<file path="config.mk">
export PLATFORM = sky130hd
export DESIGN_NAME = regfile_writeback_queue
export DESIGN_NICKNAME = d
export VERILOG_FILES = /design/src/rtl/regfile_wbq_pkg.sv /design/src/rtl/wbq_entry_fifo.sv /design/src/rtl/regfile_writeback_queue.sv
export SDC_FILE = /design/constraint.sdc
export NUM_CORES = 1
export LEC_CHECK = 0
export BUFFER_PORTS_ARGS = -buffer_cell sky130_fd_sc_hd__buf_2
export CAP_MARGIN = 20
export CORE_ASPECT_RATIO = 1.5
export CORE_MARGIN = 2
export CORE_UTILIZATION = 55
export CTS_CLUSTER_DIAMETER = 30
export DETAILED_ROUTE_END_ITERATION = 6
export PLACE_DENSITY = 0.81
export REMOVE_ABC_BUFFERS = 1
export SLEW_MARGIN = 10
export SYNTH_ARGS = -nofsm -noshare
export SYNTH_HDL_FRONTEND = slang
export SYNTH_HIERARCHICAL = 1
export SYNTH_SLANG_ARGS = --single-unit
</file>
<file path="constraint.sdc">
create_clock -name clk -period 3.7 [get_ports clk]
set_input_delay 0 -clock clk [delete_from_list [all_inputs] [get_ports clk]]
set_output_delay 0 -clock clk [all_outputs]
set_load 0.005 [all_outputs]
</file>
<file path="src/rtl/regfile_wbq_pkg.sv">
// Shared types and constants for the register-file writeback queue.
package regfile_wbq_pkg;

    localparam int unsigned XLEN     = 32;
    localparam int unsigned ADDR_W   = 5;
    localparam int unsigned NUM_REGS = 32;

    typedef struct packed {
        logic [ADDR_W-1:0] rd;
        logic [XLEN-1:0]   data;
    } wbq_entry_t;

endpackage

</file>
<file path="src/rtl/wbq_entry_fifo.sv">
// Dual-enqueue, single-dequeue circular buffer of writeback entries.
// Exposes storage, valid bits and head pointer for the forwarding search.
module wbq_entry_fifo
    import regfile_wbq_pkg::*;
#(
    parameter int unsigned DEPTH = 4,
    localparam int unsigned PTR_W = $clog2(DEPTH),
    localparam int unsigned CNT_W = PTR_W + 1
) (
    input  logic             clk,
    input  logic             reset,
    input  logic             push0_i,
    input  wbq_entry_t       entry0_i,
    input  logic             push1_i,
    input  wbq_entry_t       entry1_i,
    input  logic             pop_i,
    output wbq_entry_t       head_o,
    output logic [PTR_W-1:0] head_ptr_o,
    output logic [CNT_W-1:0] count_o,
    output wbq_entry_t       entries_o [DEPTH],
    output logic [DEPTH-1:0] valid_o
);

    wbq_entry_t       mem_q [DEPTH];
    wbq_entry_t       mem_d [DEPTH];
    logic [DEPTH-1:0] valid_q, valid_d;
    logic [PTR_W-1:0] head_q, head_d;
    logic [PTR_W-1:0] tail_q, tail_d;
    logic [PTR_W-1:0] tail_nxt;
    logic [CNT_W-1:0] count_q, count_d;

    always_comb begin
        mem_d    = mem_q;
        valid_d  = valid_q;
        head_d   = head_q;
        tail_d   = tail_q;
        tail_nxt = tail_q + 1'b1;
        if (pop_i) begin
            valid_d[head_q] = 1'b0;
            head_d          = head_q + 1'b1;
        end
        // A lone ALU push takes the tail slot; a pair puts MEM first (older).
        if (push0_i || push1_i) begin
            mem_d[tail_q]   = push0_i ? entry0_i : entry1_i;
            valid_d[tail_q] = 1'b1;
            tail_d          = tail_nxt;
        end
        if (push0_i && push1_i) begin
            mem_d[tail_nxt]   = entry1_i;
            valid_d[tail_nxt] = 1'b1;
            tail_d            = tail_nxt + 1'b1;
        end
        count_d = count_q + CNT_W'(push0_i) + CNT_W'(push1_i) - CNT_W'(pop_i);
    end

    always_ff @(posedge clk or posedge reset) begin
        if (reset) begin
            valid_q <= '0;
            head_q  <= '0;
            tail_q  <= '0;
            count_q <= '0;
        end else begin
            valid_q <= valid_d;
            head_q  <= head_d;
            tail_q  <= tail_d;
            count_q <= count_d;
        end
    end

    always_ff @(posedge clk) begin
        mem_q <= mem_d;
    end

    assign head_o     = mem_q[head_q];
    assign head_ptr_o = head_q;
    assign count_o    = count_q;
    assign entries_o  = mem_q;
    assign valid_o    = valid_q;

endmodule

</file>
<file path="src/rtl/regfile_writeback_queue.sv">
// Writeback queue feeding the register file write port, with busy scoreboard.
// Define WBQ_FWD_EN to build the forwarding comparator network.
module regfile_writeback_queue
    import regfile_wbq_pkg::wbq_entry_t;
    import regfile_wbq_pkg::NUM_REGS;
#(
    parameter int unsigned DEPTH  = 4,
    parameter int unsigned XLEN   = 32,
    parameter int unsigned ADDR_W = 5,
    localparam int unsigned PTR_W = $clog2(DEPTH),
    localparam int unsigned CNT_W = PTR_W + 1
) (
    input  logic                clk,
    input  logic                reset,
    input  logic                mem_valid,
    output logic                mem_ready,
    input  logic [ADDR_W-1:0]   mem_rd,
    input  logic [XLEN-1:0]     mem_data,
    input  logic                alu_valid,
    output logic                alu_ready,
    input  logic [ADDR_W-1:0]   alu_rd,
    input  logic [XLEN-1:0]     alu_data,
    output logic                rf_reg_write,
    output logic [ADDR_W-1:0]   rf_rd_addr,
    output logic [XLEN-1:0]     rf_write_data,
    input  logic                rsv_valid,
    input  logic [ADDR_W-1:0]   rsv_rd,
    output logic [NUM_REGS-1:0] busy,
    input  logic [ADDR_W-1:0]   fwd_addr,
    output logic                fwd_hit,
    output logic [XLEN-1:0]     fwd_data,
    output logic [CNT_W-1:0]    count
);

    wbq_entry_t          entry0, entry1, head;
    wbq_entry_t          entries [DEPTH];
    logic [DEPTH-1:0]    fifo_valid;
    logic [PTR_W-1:0]    head_ptr;
    logic [CNT_W-1:0]    fifo_count;
    logic                ready, push0, push1;
    logic [NUM_REGS-1:0] busy_q, busy_d;

    // Ready depends only on the start-of-cycle count, so two pushes always fit.
    assign ready     = ~reset & (fifo_count <= CNT_W'(DEPTH - 2));
    assign mem_ready = ready;
    assign alu_ready = ready;
    assign push0     = mem_valid & ready & (mem_rd != '0);
    assign push1     = alu_valid & ready & (alu_rd != '0);

    always_comb begin
        entry0.rd   = mem_rd;
        entry0.data = mem_data;
        entry1.rd   = alu_rd;
        entry1.data = alu_data;
    end

    wbq_entry_fifo #(
        .DEPTH (DEPTH)
    ) u_fifo (
        .clk        (clk),
        .reset      (reset),
        .push0_i    (push0),
        .entry0_i   (entry0),
        .push1_i    (push1),
        .entry1_i   (entry1),
        .pop_i      (rf_reg_write),
        .head_o     (head),
        .head_ptr_o (head_ptr),
        .count_o    (fifo_count),
        .entries_o  (entries),
        .valid_o    (fifo_valid)
    );

    assign rf_reg_write  = (fifo_count != '0);
    assign rf_rd_addr    = head.rd;
    assign rf_write_data = head.data;
    assign count         = fifo_count;

    // Set is applied after clear so a same-edge reservation wins.
    always_comb begin
        busy_d = busy_q;
        if (rf_reg_write) begin
            busy_d[rf_rd_addr] = 1'b0;
        end
        if (rsv_valid && (rsv_rd != '0)) begin
            busy_d[rsv_rd] = 1'b1;
        end
        busy_d[0] = 1'b0;
    end

    always_ff @(posedge clk or posedge reset) begin
        if (reset) begin
            busy_q <= '0;
        end else begin
            busy_q <= busy_d;
        end
    end

    assign busy = busy_q;

`ifdef WBQ_FWD_EN
    logic [PTR_W-1:0] fwd_idx;

    // Walk oldest to youngest so the last match left standing is the youngest.
    always_comb begin
        fwd_hit  = 1'b0;
        fwd_data = '0;
        fwd_idx  = head_ptr;
        for (int unsigned k = 0; k < DEPTH; k++) begin
            fwd_idx = head_ptr + PTR_W'(k);
            if (fifo_valid[fwd_idx] && (entries[fwd_idx].rd == fwd_addr) &&
                (fwd_addr != '0)) begin
                fwd_hit  = 1'b1;
                fwd_data = entries[fwd_idx].data;
            end
        end
    end
`else
    logic unused_fwd;

    always_comb begin
        unused_fwd = (^fwd_addr) ^ (^head_ptr) ^ (^fifo_valid);
        for (int unsigned k = 0; k < DEPTH; k++) begin
            unused_fwd = unused_fwd ^ (^entries[k]);
        end
    end

    assign fwd_hit  = 1'b0;
    assign fwd_data = '0;
`endif

endmodule
</file>
Word-level counts from Yosys, hierarchy flattened
Index checks and enable logic that the tools add are counted.
W data, S select, Z words.
{"block": "word_totals", "reg_bits": 186}
{"block": "classes", "n_reduce_logical": 12, "n_lt_le_gt_ge": 10, "bitwise": 12, "mux": 20, "n_addsub": 6}
{"cell": "$bwmux W148", "n": 2}
{"cell": "$mux W148", "n": 2}
{"cell": "$mux W37", "n": 5}
{"cell": "$demux W37 S2", "n": 2}
{"cell": "$bmux W37 S2", "n": 1}
{"cell": "$mux W32", "n": 2}
{"cell": "$and A32 B32 Y32", "n": 1}
{"cell": "$not A32 Y32", "n": 1}
{"cell": "$or A32 B32 Y32", "n": 1}
{"cell": "$reduce_bool A5 Y1", "n": 3}
{"cell": "$lt A5 B6 Y1 const B", "n": 2}
{"cell": "$demux W1 S5", "n": 2}
{"cell": "$ge A5 B1 Y1 const B", "n": 2}
{"cell": "$ge A3 B3 Y1 const B", "n": 3}
{"cell": "$not A2 Y3", "n": 3}
{"cell": "$add A2 B1 Y2 const B", "n": 3}
{"cell": "$add A3 B1 Y3", "n": 2}
{"cell": "$logic_and A1 B1 Y1", "n": 6}
{"cell": "$lt A3 B1 Y1 const B", "n": 2}
{"cell": "$and A1 B1 Y1", "n": 5}
{"cell": "$mux W2", "n": 2}
{"cell": "$le A3 B2 Y1 const B", "n": 1}
{"cell": "$reduce_bool A3 Y1", "n": 1}
{"cell": "$sub A3 B1 Y3", "n": 1}
{"cell": "other kinds (4)", "n": 5}

Longest topological paths before layout
{"block": "logic_depth", "word_depth": 13, "ltp_mapped": 10}

Cells and area by module
Netlist, hierarchy kept.
{"mod": "wbq_entry_fifo", "instances": 1, "cells_each": 623, "area_each_um2": 7267.0, "seq_area_each_um2": 3238.1}
{"mod": "regfile_writeback_queue", "instances": 1, "cells_each": 169, "area_each_um2": 1751.7, "seq_area_each_um2": 775.7}

Worst setup path before layout
OpenSTA, ideal clock, no wires.
{"block": "synth_timing", "path_type": "register -> register", "from": "register u_fifo.count_q[0], in the netlist u_fifo/count_o[0]", "to": "register u_fifo.mem_q (netlist bit u_fifo/entries_o[110])", "slack_ns": 0.974, "arrival_time_ns": 2.660, "stages_incl_launch_ff": 11, "setup_ns": 0.066, "period_less_slack_ns": 2.726, "required_time_ns": 3.634, "path_cell_list": "dfrtp_1 -> a211oi_1 -> o311a_1 -> buf_2 -> inv_2 -> ha_1 -> and2b_4 -> buf_4 -> buf_2 -> o22ai_1 -> a2bb2oi_2"}
{"element": "start, declared", "line_no": "wbq_entry_fifo.sv:30", "text": "logic [CNT_W-1:0] count_q, count_d;"}
{"element": "start signal, assigned", "line_no": "wbq_entry_fifo.sv:66", "text": "count_q <= count_d;"}
{"element": "end signal, assigned", "line_no": "wbq_entry_fifo.sv:71", "text": "mem_q <= mem_d;"}
{"element": "end, declared", "line_no": "wbq_entry_fifo.sv:24", "text": "wbq_entry_t mem_q [DEPTH];"}

==> metrics <==
post-DP HPWL=16200 um; Data arrival, critical path=3.95 ns; Internal Power=6.55 mW; Leakage=4.72 nW; share of power burned in registers=37.0%; M1 GR Usage=37.5%; first-pass GRT wire length=43300 um; Most Crowded Layer GR=met2; port bufs=157; core area=15700 um2; Mapped Cells=777; RePlAce Congestion=0.834; P per Cell Area=932 nW/um2; flop2flop setup slack=0.16 ns; H-tree depth reported by CTS=4; power share of the clock group=17.3%; vias in the first global route=8323; Setup Buffers After CTS=0; Setup violations, final=0; met2 usage=54.8%; critical-path maximum fanout=26; combinational share of power=45.7%; diode count=0; Final Hold Viols=0; met3 Use GR=7.29%; Max clock buf depth=2; setup_tns=0 ns; # IOs=197; CTS tree=done; Max Slew Vio Count=0; nets@finish=1100; Routed WL per cell=22.9 um; Clock Tree Root=clkbuf_16; Syn. warnings=6; Tcrit/Tclk final=96.3%; Psw=3.75 mW; most frequent cells in the layout=157 x buf_2, 148 x o22ai_1, 148 x dfxtp_1; area of the mapped netlist=8830 um2; slew at the pin closest to its max-slew limit=0.944 ns; die area=17100 um2; Crit. End Element=register; Die Ht=159 um; switch share=36.4%; largest net degree at the start of global routing=38; clock slew at reported path FFs=0.08 ns; Slew HR=36.9%; Peak Freq=281 MHz; Initial Util=56.2%; Peak VDD IR=0.544 mV; # DRC=0; unrepaired setup endpoints after global routing=no; critical path class=in2reg; initial antenna violation count=0; vias per cell=6.66; routed via count=8073; grt ovf=0; std cell rows=56; initial DRC count=718; share of cells above drive strength 1=26.9%; HP Class=in2reg; antenna-violating nets left=0; routed wire length=27700 um; Final Skew=0.0167 ns; synthesis-to-finish area growth=25.2%; CTS Buf Count=17; Core Util, Final=70.4%; Worst-Skew Late Latency=0.44 ns; max_cap viols=0; Critical Path RT=4.09 ns; most common cell after layout, fill and taps aside=buf_2; Mean Syn Cell Area=11.4 um2; Die W=107 um; # fillers=1144; clk sinks=186; Total GRT Usage=32.0%; Worst setup SP type=primary input; DR pass1 iterations=7; status=finished clean; final critical-path required period=3.56 ns
-- power by group through the flow --
stage | clock [mW] | combinational (mW) | sequential, mW
after global placement | 0 | 4.22 | 3.76
after detailed placement | 0 | 4.36 | 3.82
after global routing | 1.88 | 5.04 | 3.93
after floorplan | 0 | 2.91 | 3.72
final | 1.78 | 4.71 | 3.81
after CTS | 1.79 | 4.57 | 3.78
-- metrics by stage --
step                setup WS [ns]  total power [mW]  instance area (um2)  hold WS, ns  cells
floorplan                   0.531              6.63                 8280       -0.197    704
global placement            0.531              7.98                 9520      -0.0141   1087
detailed placement          0.475              8.18                 9520     -0.00613   1087
CTS                        0.0153              10.1                11000       0.0200   1212
global route               0.0295              10.8                11100       0.0210   1212
finish                      0.138              10.3                11100       0.0389   1212
-- critical path, stage by stage --
cell,delay (ns)
dlygate4sd3_1,0.55
buf_2,0.16
or3_1,0.42
o311a_2,0.46
inv_2,0.23
ha_1,0.32
and2b_4,0.24
a21boi_4,0.73
a2bb2oi_1,0.25
dlygate4sd3_1,0.57
-- cell type report --
| cell class | count | area (um2) | area share [%] |
|---|---|---|---|
| clock buffers | 18 | 429 | 3.88 |
| clock inverters | 14 | 153 | 1.38 |
| inverters | 13 | 48.8 | 0.442 |
| multi-input cells | 505 | 4330 | 39.2 |
| flip-flops and latches | 186 | 3920 | 35.4 |
| well taps | 203 | 254 | 2.30 |
| repair buffers | 273 | 1920 | 17.4 |
-- final timing paths --
check | from | to | depth (start not counted)
max in group asynchronous | reset | busy[30]$_DFF_PP0_ | 4
max | mem_rd[1] | u_fifo/entries_o[23]$_DFF_P_ | 10
min | rsv_rd[0] | busy[12]$_DFF_PP0_ | 3
max reg2reg | u_fifo/count_o[0]$_DFF_PP0_ | u_fifo/entries_o[70]$_DFF_P_ | 10
min in group asynchronous | reset | u_fifo/tail_q[1]$_DFFE_PP0P_ | 3
min reg2reg | busy[21]$_DFF_PP0_ | busy[21]$_DFF_PP0_ | 2
-- routing by layer --
layer	part of all wire (%)	wire, um
met1	36	9990
met2	50	14000
met3	9.6	2660
met4	3.9	1080
met5	0	0
-- state kept, by name, summed over array words and instances (netlist names) --
| signal | count |
|---|---|
| u_fifo/tail_q | 2 |
| busy | 31 |
| u_fifo/entries_o | 148 |
| u_fifo/count_o | 3 |
| u_fifo/head_ptr_o | 2 |
-- repair_timing --
action | 4_1_cts | 5_1_grt
hold buffers | 93 | 0
endpoints found under the setup margin | 0 | 12
endpoints found under the hold margin | 204 | 0
gates resized for setup | 0 | 4
No activity file was read; power rests on OpenSTA's default activity.
